===== config.mk =====
export PLATFORM = sky130hd
export DESIGN_NAME = wave_display_multi
export DESIGN_NICKNAME = d
export VERILOG_FILES = /design/src/rtl/wave_display_multi.sv
export SDC_FILE = /design/constraint.sdc
export NUM_CORES = 1
export LEC_CHECK = 0
export CORE_MARGIN = 4
export CORE_UTILIZATION = 49
export CTS_CLUSTER_SIZE = 16
export DETAILED_ROUTE_END_ITERATION = 8
export GPL_TIMING_DRIVEN = 1
export PLACE_DENSITY = 0.77
export REMOVE_ABC_BUFFERS = 1
export SYNTH_ARGS = -nofsm -noshare
export SYNTH_HDL_FRONTEND = slang
export SYNTH_SLANG_ARGS = --single-unit

===== constraint.sdc =====
create_clock -name clk -period 6.04 [get_ports clk]
set_clock_uncertainty 0.1 [all_clocks]
set_input_delay 1.208 -clock clk [delete_from_list [all_inputs] [get_ports clk]]
set_output_delay 1.208 -clock clk [all_outputs]
set_load 0.05 [all_outputs]

===== src/rtl/wave_display_multi.sv =====
// Multi-channel oscilloscope pixel renderer.
// Fetch/compare stage then registered colour stage; latency 2.
module wave_display_multi #(
  parameter int NUM_CH   = 2,
  parameter int SAMPLE_W = 8,
  parameter int THICK    = 1,
  parameter int Y_OFFSET = 32,
  parameter logic [24*NUM_CH-1:0] CH_COLOR = 48'hFFFFFF_00FF00
) (
  input  logic                         clk,
  input  logic                         reset,
  input  logic [10:0]                  x,
  input  logic [9:0]                   y,
  input  logic                         valid,
  input  logic                         read_index,
  input  logic [NUM_CH-1:0]            ch_en,
  output logic [9*NUM_CH-1:0]          read_address,
  input  logic [SAMPLE_W*NUM_CH-1:0]   read_value,
  output logic                         valid_pixel,
  output logic [7:0]                   r,
  output logic [7:0]                   g,
  output logic [7:0]                   b
);

  logic                       bank;
  logic                       in_win;
  logic [8:0]                 addr;
  logic                       win_d;
  logic [7:0]                 yr_d;
  logic [8:0]                 addr_d;
  logic [8:0]                 addr_dd;
  logic                       first_q;
  logic                       moved;
  logic [NUM_CH-1:0][7:0]     prev_q;
  logic [NUM_CH-1:0][7:0]     last_q;
  logic [NUM_CH-1:0][7:0]     row_c;
  logic [NUM_CH-1:0][7:0]     prev_e;
  logic [NUM_CH-1:0][8:0]     lo;
  logic [NUM_CH-1:0][8:0]     hi;
  logic [NUM_CH-1:0]          hit;
  logic [23:0]                color;
  logic                       unused;

  assign in_win = valid & (x[9] ^ x[8]) & ~y[9];
  assign addr = in_win ? {bank, x[9], x[7:1]} : 9'd0;
  assign read_address = {NUM_CH{addr}};
  assign moved = addr_d != addr_dd;
  assign unused = ^read_value;

  always_ff @(posedge clk or negedge reset) begin
    if (!reset) begin
      bank <= 1'b0;
    end else if (valid && x == 11'd0 && y == 10'd0) begin
      bank <= read_index;
    end
  end

  // 9-bit span bounds: hi needs no clamp since yr never exceeds 255
  always_comb begin
    row_c  = '0;
    prev_e = '0;
    lo     = '0;
    hi     = '0;
    hit    = '0;
    for (int c = 0; c < NUM_CH; c++) begin
      row_c[c] = {1'b0, read_value[c*SAMPLE_W+SAMPLE_W-1 -: 7]}
               + 8'(Y_OFFSET);
      prev_e[c] = first_q ? row_c[c]
                : moved   ? last_q[c]
                :           prev_q[c];
      if (prev_e[c] < row_c[c]) begin
        lo[c] = {1'b0, prev_e[c]};
        hi[c] = {1'b0, row_c[c]};
      end else begin
        lo[c] = {1'b0, row_c[c]};
        hi[c] = {1'b0, prev_e[c]};
      end
      lo[c] = (lo[c] >= 9'(THICK)) ? lo[c] - 9'(THICK) : 9'd0;
      hi[c] = hi[c] + 9'(THICK);
      hit[c] = win_d & ch_en[c]
             & ({1'b0, yr_d} >= lo[c])
             & ({1'b0, yr_d} <= hi[c]);
    end
  end

  always_comb begin
    color = '0;
    for (int c = NUM_CH - 1; c >= 0; c--) begin
      if (hit[c]) color = CH_COLOR[c*24 +: 24];
    end
  end

  always_ff @(posedge clk or negedge reset) begin
    if (!reset) begin
      win_d   <= 1'b0;
      yr_d    <= '0;
      addr_d  <= '0;
      addr_dd <= '0;
      first_q <= 1'b1;
      prev_q  <= '0;
      last_q  <= '0;
    end else begin
      win_d   <= in_win;
      yr_d    <= y[8:1];
      addr_d  <= addr;
      addr_dd <= addr_d;
      first_q <= ~win_d;
      prev_q  <= prev_e;
      last_q  <= row_c;
    end
  end

  always_ff @(posedge clk or negedge reset) begin
    if (!reset) begin
      valid_pixel <= 1'b0;
      r           <= '0;
      g           <= '0;
      b           <= '0;
    end else begin
      valid_pixel <= win_d;
      {r, g, b}   <= color;
    end
  end

endmodule


After elaboration in Yosys (flattened, before gate mapping)
Cells that the tools add are included.
{ "word_totals": {"ff_bits": 86, "input_bits": 43, "out_inout_bits": 43, "word_cells": 57} }
{ "op_classes": {"n_addsub": 6, "magnitude_cmp": 8, "eq_ne": 1, "mux": 13, "bitwise": 11, "n_reduce_logical": 4} }
{ "ops": {"columns": ["cell", "count"], "rows": [
  ["two-way mux 8 bit", 8],
  ["two-way mux 24 bit", 2],
  ["two-way mux 9 bit", 3],
  ["adder 9 x 1 -> 9 bit, second input constant", 2],
  ["greater-or-equal comparator 8 x 9 -> 1 bit", 2],
  ["greater-or-equal comparator 9 x 1 -> 1 bit, second input constant", 2],
  ["<= comparator 8 x 9 -> 1 bit", 2],
  ["subtractor 9 x 1 -> 9 bit, second input constant", 2],
  ["adder 7 x 6 -> 8 bit, second input constant", 2],
  ["less-than comparator 8 bit", 2],
  ["logical NOT 11 bit", 1],
  ["logical NOT 10 bit", 1],
  ["!= test 9 bit", 1],
  ["AND 1 bit", 8],
  ["logical AND 1 bit", 2],
  ["NOT 1 bit", 2],
  ["bitwise XOR 1 bit", 1]
]} }

Logic depth before layout (Yosys ltp)
Gate-level depths: netlist (run 1).
{ "logic_depth": {"ltp_word": 12, "ltp_mapped": 28} }

Worst setup path before layout (run 1)
OpenSTA, ideal clock, no wires.
{ "synth_path": {"path_type": "in2reg", "from": "input read_value[14]", "to": "register g[6]", "setup_ns": 0.125, "arrival_time_ns": 5.822, "slack_ns": -0.007, "cell_stages": 25, "path_cell_list": "ha_1 inv_1 a22oi_1 ha_1 a21o_1 a211o_1 o32a_2 buf_6 clkbuf_1 clkbuf_1 mux2i_1 ha_1 nand2_1 nand2b_4 and2_4 ha_1 nand2b_1 a21o_1 a21o_1 a21o_1 a21o_1 a21oi_1 o21ai_0 o2111ai_1 o21bai_1"} }
{ "synth_rtl": {"columns": ["item", "line_no", "source"], "rows": [
  ["start, declared", "18", "input logic [SAMPLE_W*NUM_CH-1:0] read_value,"],
  ["end signal, assigned", "121", "{r, g, b} <= color;"],
  ["end, declared", "21", "output logic [7:0] g,"]
]} }

==> impl_metrics.tcl, run 1 <==
set metrics [dict create \
    hpwl_mm 10.60 \
    finalSetupViolCount 0 \
    worstSetupStartpointType "primary input" \
    peakVddDrop_mv 0.1363 \
    hold_buffers 0 \
    drc 0 \
    cp-end-kind "flop" \
    swShare_pct 38.51 \
    antenna_found_initial 0 \
    syn_inst 543 \
    cts.sink_count 64 \
    cpMostUsedCell "a21o_1" \
    synth_top_flop_cell "dfrtp_1" \
    critPathMaxStageDelay_ps 520 \
    syn2layout_area_growth_pct 27.55 \
    ys_ff_latch 64 \
    cts_made_buffers 9 \
    tns_ps 0 \
    drt_iter0_drc 256 \
    synth_area_um2 5100 \
    h-tree-depth 3 \
    synth_edf_count 0 \
    path_cells "clkdlybuf4s50_1 > ha_1 > inv_1 > mux2i_1 > ha_1 > a21oi_1 > o21ai_1 > or2_2 > a2111oi_4 > nor2_1 > nor2_1 > a31oi_1 > ha_1 > nand2b_1 > a21o_1 > a21o_1 > a21o_1 > a21o_1 > a211o_1 > a21oi_1 > nor4_2 > o21bai_1" \
    yosysSeqAreaShare_pct 31.43 \
    p_int_mw 0.9973 \
    p_switching_mw 0.6246 \
    grt_pass1_wl_mm 22.66 \
    viasPerCell 5.787 \
    whs_path_depth 0 \
    crit_family "compound AO/OA/AOI/OAI gates" \
    cts.clk_slew.worst_paths_ps 70 \
    fp.dieH_um 110.0 \
    ys_async_sr_fraction_pct 100.0 \
    drive_gt1_share_pct 19.24 \
    dieArea_um2 12100 \
    fin_ws_ps 240.4 \
    wl_mm 13.71 \
    final_nets 748 \
    worst_pin_slew_ps 775.5 \
    fillers 828 \
    min_period_over_period_pct 96.02 \
    setup.worst_path.class "primary input to flop" \
    maxSlewViolCount 0 \
    fin_crit_ps 5800 \
    avgSynthCellArea_um2 9.392 \
    core_area_um2 9955 \
    initial_utilization_pct 51.23 \
    seq_power_share_pct 28.9 \
    synth_warnings 0 \
    post-place-ws_ps -202.6 \
    gp_congestion 0.8882 \
    cp_max_fo 5 \
    clkPwrFrac_pct 24.1 \
    avgRoutedWirePerCell_um 17.40 \
    rsz0062_at_grt "true" \
    grt_max_degree 65 \
    grt_pass1_vias 4598 \
    path_buf_inv 2 \
    maxCapViolCount 0 \
    rows 36 \
    dieWidth_um 110.0 \
    reg2regPathDepth 24 \
    diodes 0 \
    vias 4560 \
    clockBufferDepth 2 \
    clockRootBuffer "clkbuf_8" \
    crit_slowest_cell "clkdlybuf4s50_1" \
    final-hold-violation-count 0 \
    power_density_nw_per_um2 249.3 \
    status "finished clean" \
    slew_headroom_pct 48.30 \
    cts_tree "yes" \
    required_ps 6170 \
    crit_cells 22 \
    io_pins 86 \
    synth.distinct_cells 74 \
    overflow 0 \
    min_path_type "flop to flop" \
    ant_nets 0 \
    combPwrFrac_pct 47.0 \
    clk_latency_ps 350 \
    p_leak_nw 2.875 \
    worstPathArrival_ps 5930 \
    grt_use_total_pct 24.04 \
    fmaxAchievable_ghz 0.1724 \
    io_buffers 83 \
    drt-pass1-iter-count 5 \
]
what timing repair did:
action / CTS / global route
setup endpoints to repair: 0 / 2
resized for setup: 0 / 17
buffers inserted: 0 / 1
cells by family after synthesis:
family | Yosys count | synth area share (%)
AOI/OAI and AO/OA | 124 | 18.89
xor gates and xnor gates | 36 | 6.183
adders and majority gates | 55 | 13.49
buffers and inverters | 78 | 8.758
DFF | 64 | 31.43
muxes | 18 | 3.704
and+or+nand+nor | 168 | 17.54
cells in the final DEF (no fill, tap or decap), drive strengths merged, types with 14 or more instances in the layout:
cell type,Yosys,routed
clkdlybuf4s50,0,82
dfrtp,63,63
buf,42,63
ha,55,55
nand2,42,42
nor2,34,34
inv,29,30
xnor2,28,28
a21oi,22,22
o21ai,19,19
nand3,18,18
nand4,16,16
mux2i,14,14
and2,14,14
o31ai,14,14
state kept, by name, summed over array words and instances (netlist names):
register and cells:
last_q 16, valid_pixel 1, addr_dd 9, prev_q 16, first_q 1, bank 1
yr_d 8, b 1, addr_d 9, win_d 1, g 1
path summary, 6_finish.rpt:
kind,startpoint,to,slack (ps)
max,read_value[6],g[6]$_DFF_PN0_,240
min,addr_d[7]$_DFF_PN0_,addr_dd[7]$_DFF_PN0_,300
max reg2reg,addr_d[8]$_DFF_PN0_,g[6]$_DFF_PN0_,330
min reg2reg,addr_d[7]$_DFF_PN0_,addr_dd[7]$_DFF_PN0_,300
max in group asynchronous,reset,last_q[0]$_DFF_PN0_,4410
min in group asynchronous,reset,yr_d[1]$_DFF_PN0_,920
metal layers:
layer / track usage [%] / routed length, µm / vias up
met5: 0 / 0 / -
met4: 5.432 / 152 / 0
met3: 5.591 / 1080 / 15
met2: 37.56 / 6282 / 210
met1: 33.96 / 6199 / 2182
li1: - / - / 2153
through the flow:
stage               hold WS (ps)  instances  instance area [µm²]  total power, mW  util (%)
finish                     296.9        788                 6505            1.622     65.35
detailed placement         285.7        771                 6225            1.211     62.53
global route               318.0        788                 6505            1.727     65.35
global placement           282.3        771                 6225            1.179     62.53
CTS                        302.8        787                 6430            1.604     64.59
floorplan                  272.7        494                 4762           0.9426         -
synth_stat cells (all sizes together) (3+ instances only):
cell / count / share of area, %
o31ai: 14 / 2.9
nor2: 34 / 2.5
nand3: 18 / 2.0
nand4: 16 / 2.2
o2111ai: 3 / 0.52
xor2: 8 / 1.4
xnor2: 28 / 4.8
mux2i: 14 / 2.7
clkbuf: 7 / 0.52
nor3: 13 / 1.4
or2: 6 / 0.74
o21a: 8 / 1.2
and3: 4 / 0.52
a41oi: 7 / 1.2
nand2: 42 / 3.1
o31a: 4 / 0.69
mux2: 4 / 0.96
dfrtp: 63 / 31
o21ai: 19 / 1.9
ha: 55 / 13
a31oi: 9 / 1.4
and2: 14 / 1.8
inv: 29 / 2.1
a21o: 11 / 1.6
nand2b: 5 / 0.76
nor4: 4 / 0.61
a21oi: 22 / 2.2
buf: 42 / 6.1
a22oi: 7 / 1.5
layout make-up:
type	count	area [µm²]	area share [%]
clock inverters	6	67.56	1.039
clock buffers	10	137.6	2.116
inverters	29	108.9	1.673
repair buffers	145	1308	20.10
well taps	133	166.4	2.558
flip-flops and latches	64	1603	24.64
multi-input cells	401	3114	47.87
power by group through the flow:
| stage | Combinational [mW] | Sequential (mW) | Clock [mW] |
|---|---|---|---|
| after floorplan | 0.443 | 0.499 | 0 |
| after global placement | 0.703 | 0.476 | 0 |
| after detailed placement | 0.735 | 0.477 | 0 |
| after CTS | 0.740 | 0.469 | 0.395 |
| after global routing | 0.836 | 0.472 | 0.419 |
| final | 0.762 | 0.469 | 0.390 |
No activity file was read; power rests on OpenSTA's default activity.
==> run 2, diff against run 1 <==
CORE_ASPECT_RATIO = 1.4   (was not set)
PLACE_DENSITY = not set   (was 0.77)
PLACE_DENSITY_LB_ADDON = 0.1   (was not set)
==> run 2 against run 1 <==
Sequential cell count did not move. Via count up 0.77%. Sequential power about the same. Critical path depth increased by 1. Register-to-register slack better by 20 ps. Largest power group unchanged.
==> impl_metrics.tcl, run 2 (synthesis results as in run 1) <==
set metrics [dict create \
    post-layout-total-power_mw 1.799 \
    min_period_over_period_pct 97.05 \
    path_buf_inv 3 \
    power_density_nw_per_um2 270.1 \
    crit_family "compound AO/OA/AOI/OAI gates" \
    mostFrequentLayoutCell "clkdlybuf4s50_1" \
    ant_nets 0 \
    fp.dieH_um 128.7 \
    drive_gt1_share_pct 19.10 \
    critPathMaxStageDelay_ps 420 \
    grt_max_degree 65 \
    drt_iter0_drc 192 \
    fmaxAchievable_ghz 0.1706 \
    cts.sink_count 64 \
    avgRoutedWirePerCell_um 18.24 \
    dieArea_um2 12130 \
    post-place-cells 780 \
    overflow 0 \
    clockRootBuffer "clkbuf_16" \
    vias 4595 \
    antenna_found_initial 0 \
    post_dp_cell_area_um2 6267 \
    syn2layout_area_growth_pct 30.57 \
    fin_ws_ps 178.3 \
    crit_slowest_cell "clkdlybuf4s50_1" \
    finalSetupViolCount 0 \
    slew_headroom_pct 44.40 \
    grt_use_total_pct 25.09 \
    maxCapViolCount 0 \
    worstPathArrival_ps 5970 \
    multi_input_area_um2 3083 \
    core_area_um2 10060 \
    min_path_type "flop to flop" \
    viasPerCell 5.744 \
    tns_ps 0 \
    path_cells "clkdlybuf4s50_1 > ha_1 > inv_1 > a22oi_1 > ha_1 > a21o_1 > a211o_1 > o32a_2 > buf_4 > mux2_4 > or2_1 > nand2b_4 > and2_4 > ha_1 > nand2b_1 > a21o_1 > a21o_1 > a21o_1 > a21o_1 > a21oi_1 > o21ai_0 > o2111ai_1 > nor3_1" \
    maxSlewViolCount 0 \
    final_nets 759 \
    grt_pass1_vias 4822 \
    final-hold-violation-count 0 \
    post-place-ws_ps -236.5 \
    grt_pass1_wl_mm 23.40 \
    required_ps 6150 \
    layout_common_cells "clkdlybuf4s50_1, buf_4, dfrtp_1" \
    ff_latch_area_um2 1603 \
    stdcell_count 800 \
    peakVddDrop_mv 0.1624 \
    design_area_um2 6659 \
    clockBufferDepth 2 \
    cp_max_fo 9 \
    wl_mm 14.59 \
    top_regs "last_q: 16 flops, prev_q: 16 flops" \
    worst_pin_slew_ps 833.9 \
    rows 43 \
    dieWidth_um 94.22 \
    fin_crit_ps 5862 \
    fillers 845 \
    worstSetupStartpointType "primary input" \
    final_util_pct 66.19 \
    status "finished clean" \
    setup.worst_path.class "primary input to flop" \
    initial_utilization_pct 50.69 \
    p_leak_nw 2.972 \
    cts_tree "yes" \
    cts_made_buffers 9 \
    cp-end-kind "flop" \
    timing.hold.ws_ps 294.4 \
    hpwl_mm 11.36 \
    hold_buffers 0 \
    h-tree-depth 3 \
    io_pins 86 \
    diodes 0 \
    cts.clk_slew.worst_paths_ps 50 \
    cpMostUsedCell "a21o_1" \
    drt-pass1-iter-count 4 \
    clk_latency_ps 330 \
    gp_congestion 0.9441 \
    io_buffers 83 \
    drc 0 \
]
==> run 2: worst register-to-register path: cells and delay by family (launching register included) <==
family / cells / cell delay (ps)
multiplexers: 1 / 310
buffers and inverters: 3 / 500
flip-flops: 1 / 380
adder cells (fa/ha/maj): 2 / 580
AO/OA/AOI/OAI: 12 / 2370
XOR/XNOR: 1 / 260
AND/OR/NAND/NOR: 7 / 1070
==> run 2: path summary, 6_finish.rpt <==
kind | start | end | slack [ps] | cells after the start
setup reg to reg | addr_d[8]$_DFF_PN0_ | b[6]$_DFF_PN0_ | 350 | 26
setup / recovery | read_value[14] | b[6]$_DFF_PN0_ | 180 | 23
min in group asynchronous | reset | prev_q[5]$_DFF_PN0_ | 950 | 2
hold reg to reg | addr_d[4]$_DFF_PN0_ | addr_dd[4]$_DFF_PN0_ | 290 | 0
hold / removal | addr_d[4]$_DFF_PN0_ | addr_dd[4]$_DFF_PN0_ | 290 | 0
max in group asynchronous | reset | yr_d[2]$_DFF_PN0_ | 4330 | 2
==> run 2: layout make-up <==
class | instances | share of cell area, %
Clock buffer | 12 | 3.852
Sequential cell | 64 | 24.07
Tap cell | 135 | 2.537
Inverter | 29 | 1.635
Timing Repair Buffer | 156 | 20.63
Multi-Input combinational cell | 401 | 46.30
Clock inverter | 3 | 0.9771
==> run 2: per-layer routing <==
metal  global-route usage (%)  wire length [µm]  vias up
met4                    12.76               647        0
met1                    26.29              5499     2236
met2                    46.82              7900      139
met5                        0                 0        -
li1                         -                 -     2182
met3                    4.795               540       38
==> run 2: report_power, final <==
group	switching, mW	internal [mW]	total [mW]
Sequential	0.0163	0.454	0.470
Combinational	0.418	0.344	0.762
Clock	0.186	0.381	0.566
Total	0.620	1.18	1.80
==> run 2: repair_timing <==
item                                    4_1_cts  5_1_grt
endpoints found under the setup margin        0        2
setup buffers                                 0        5
gates resized for setup                       0       10
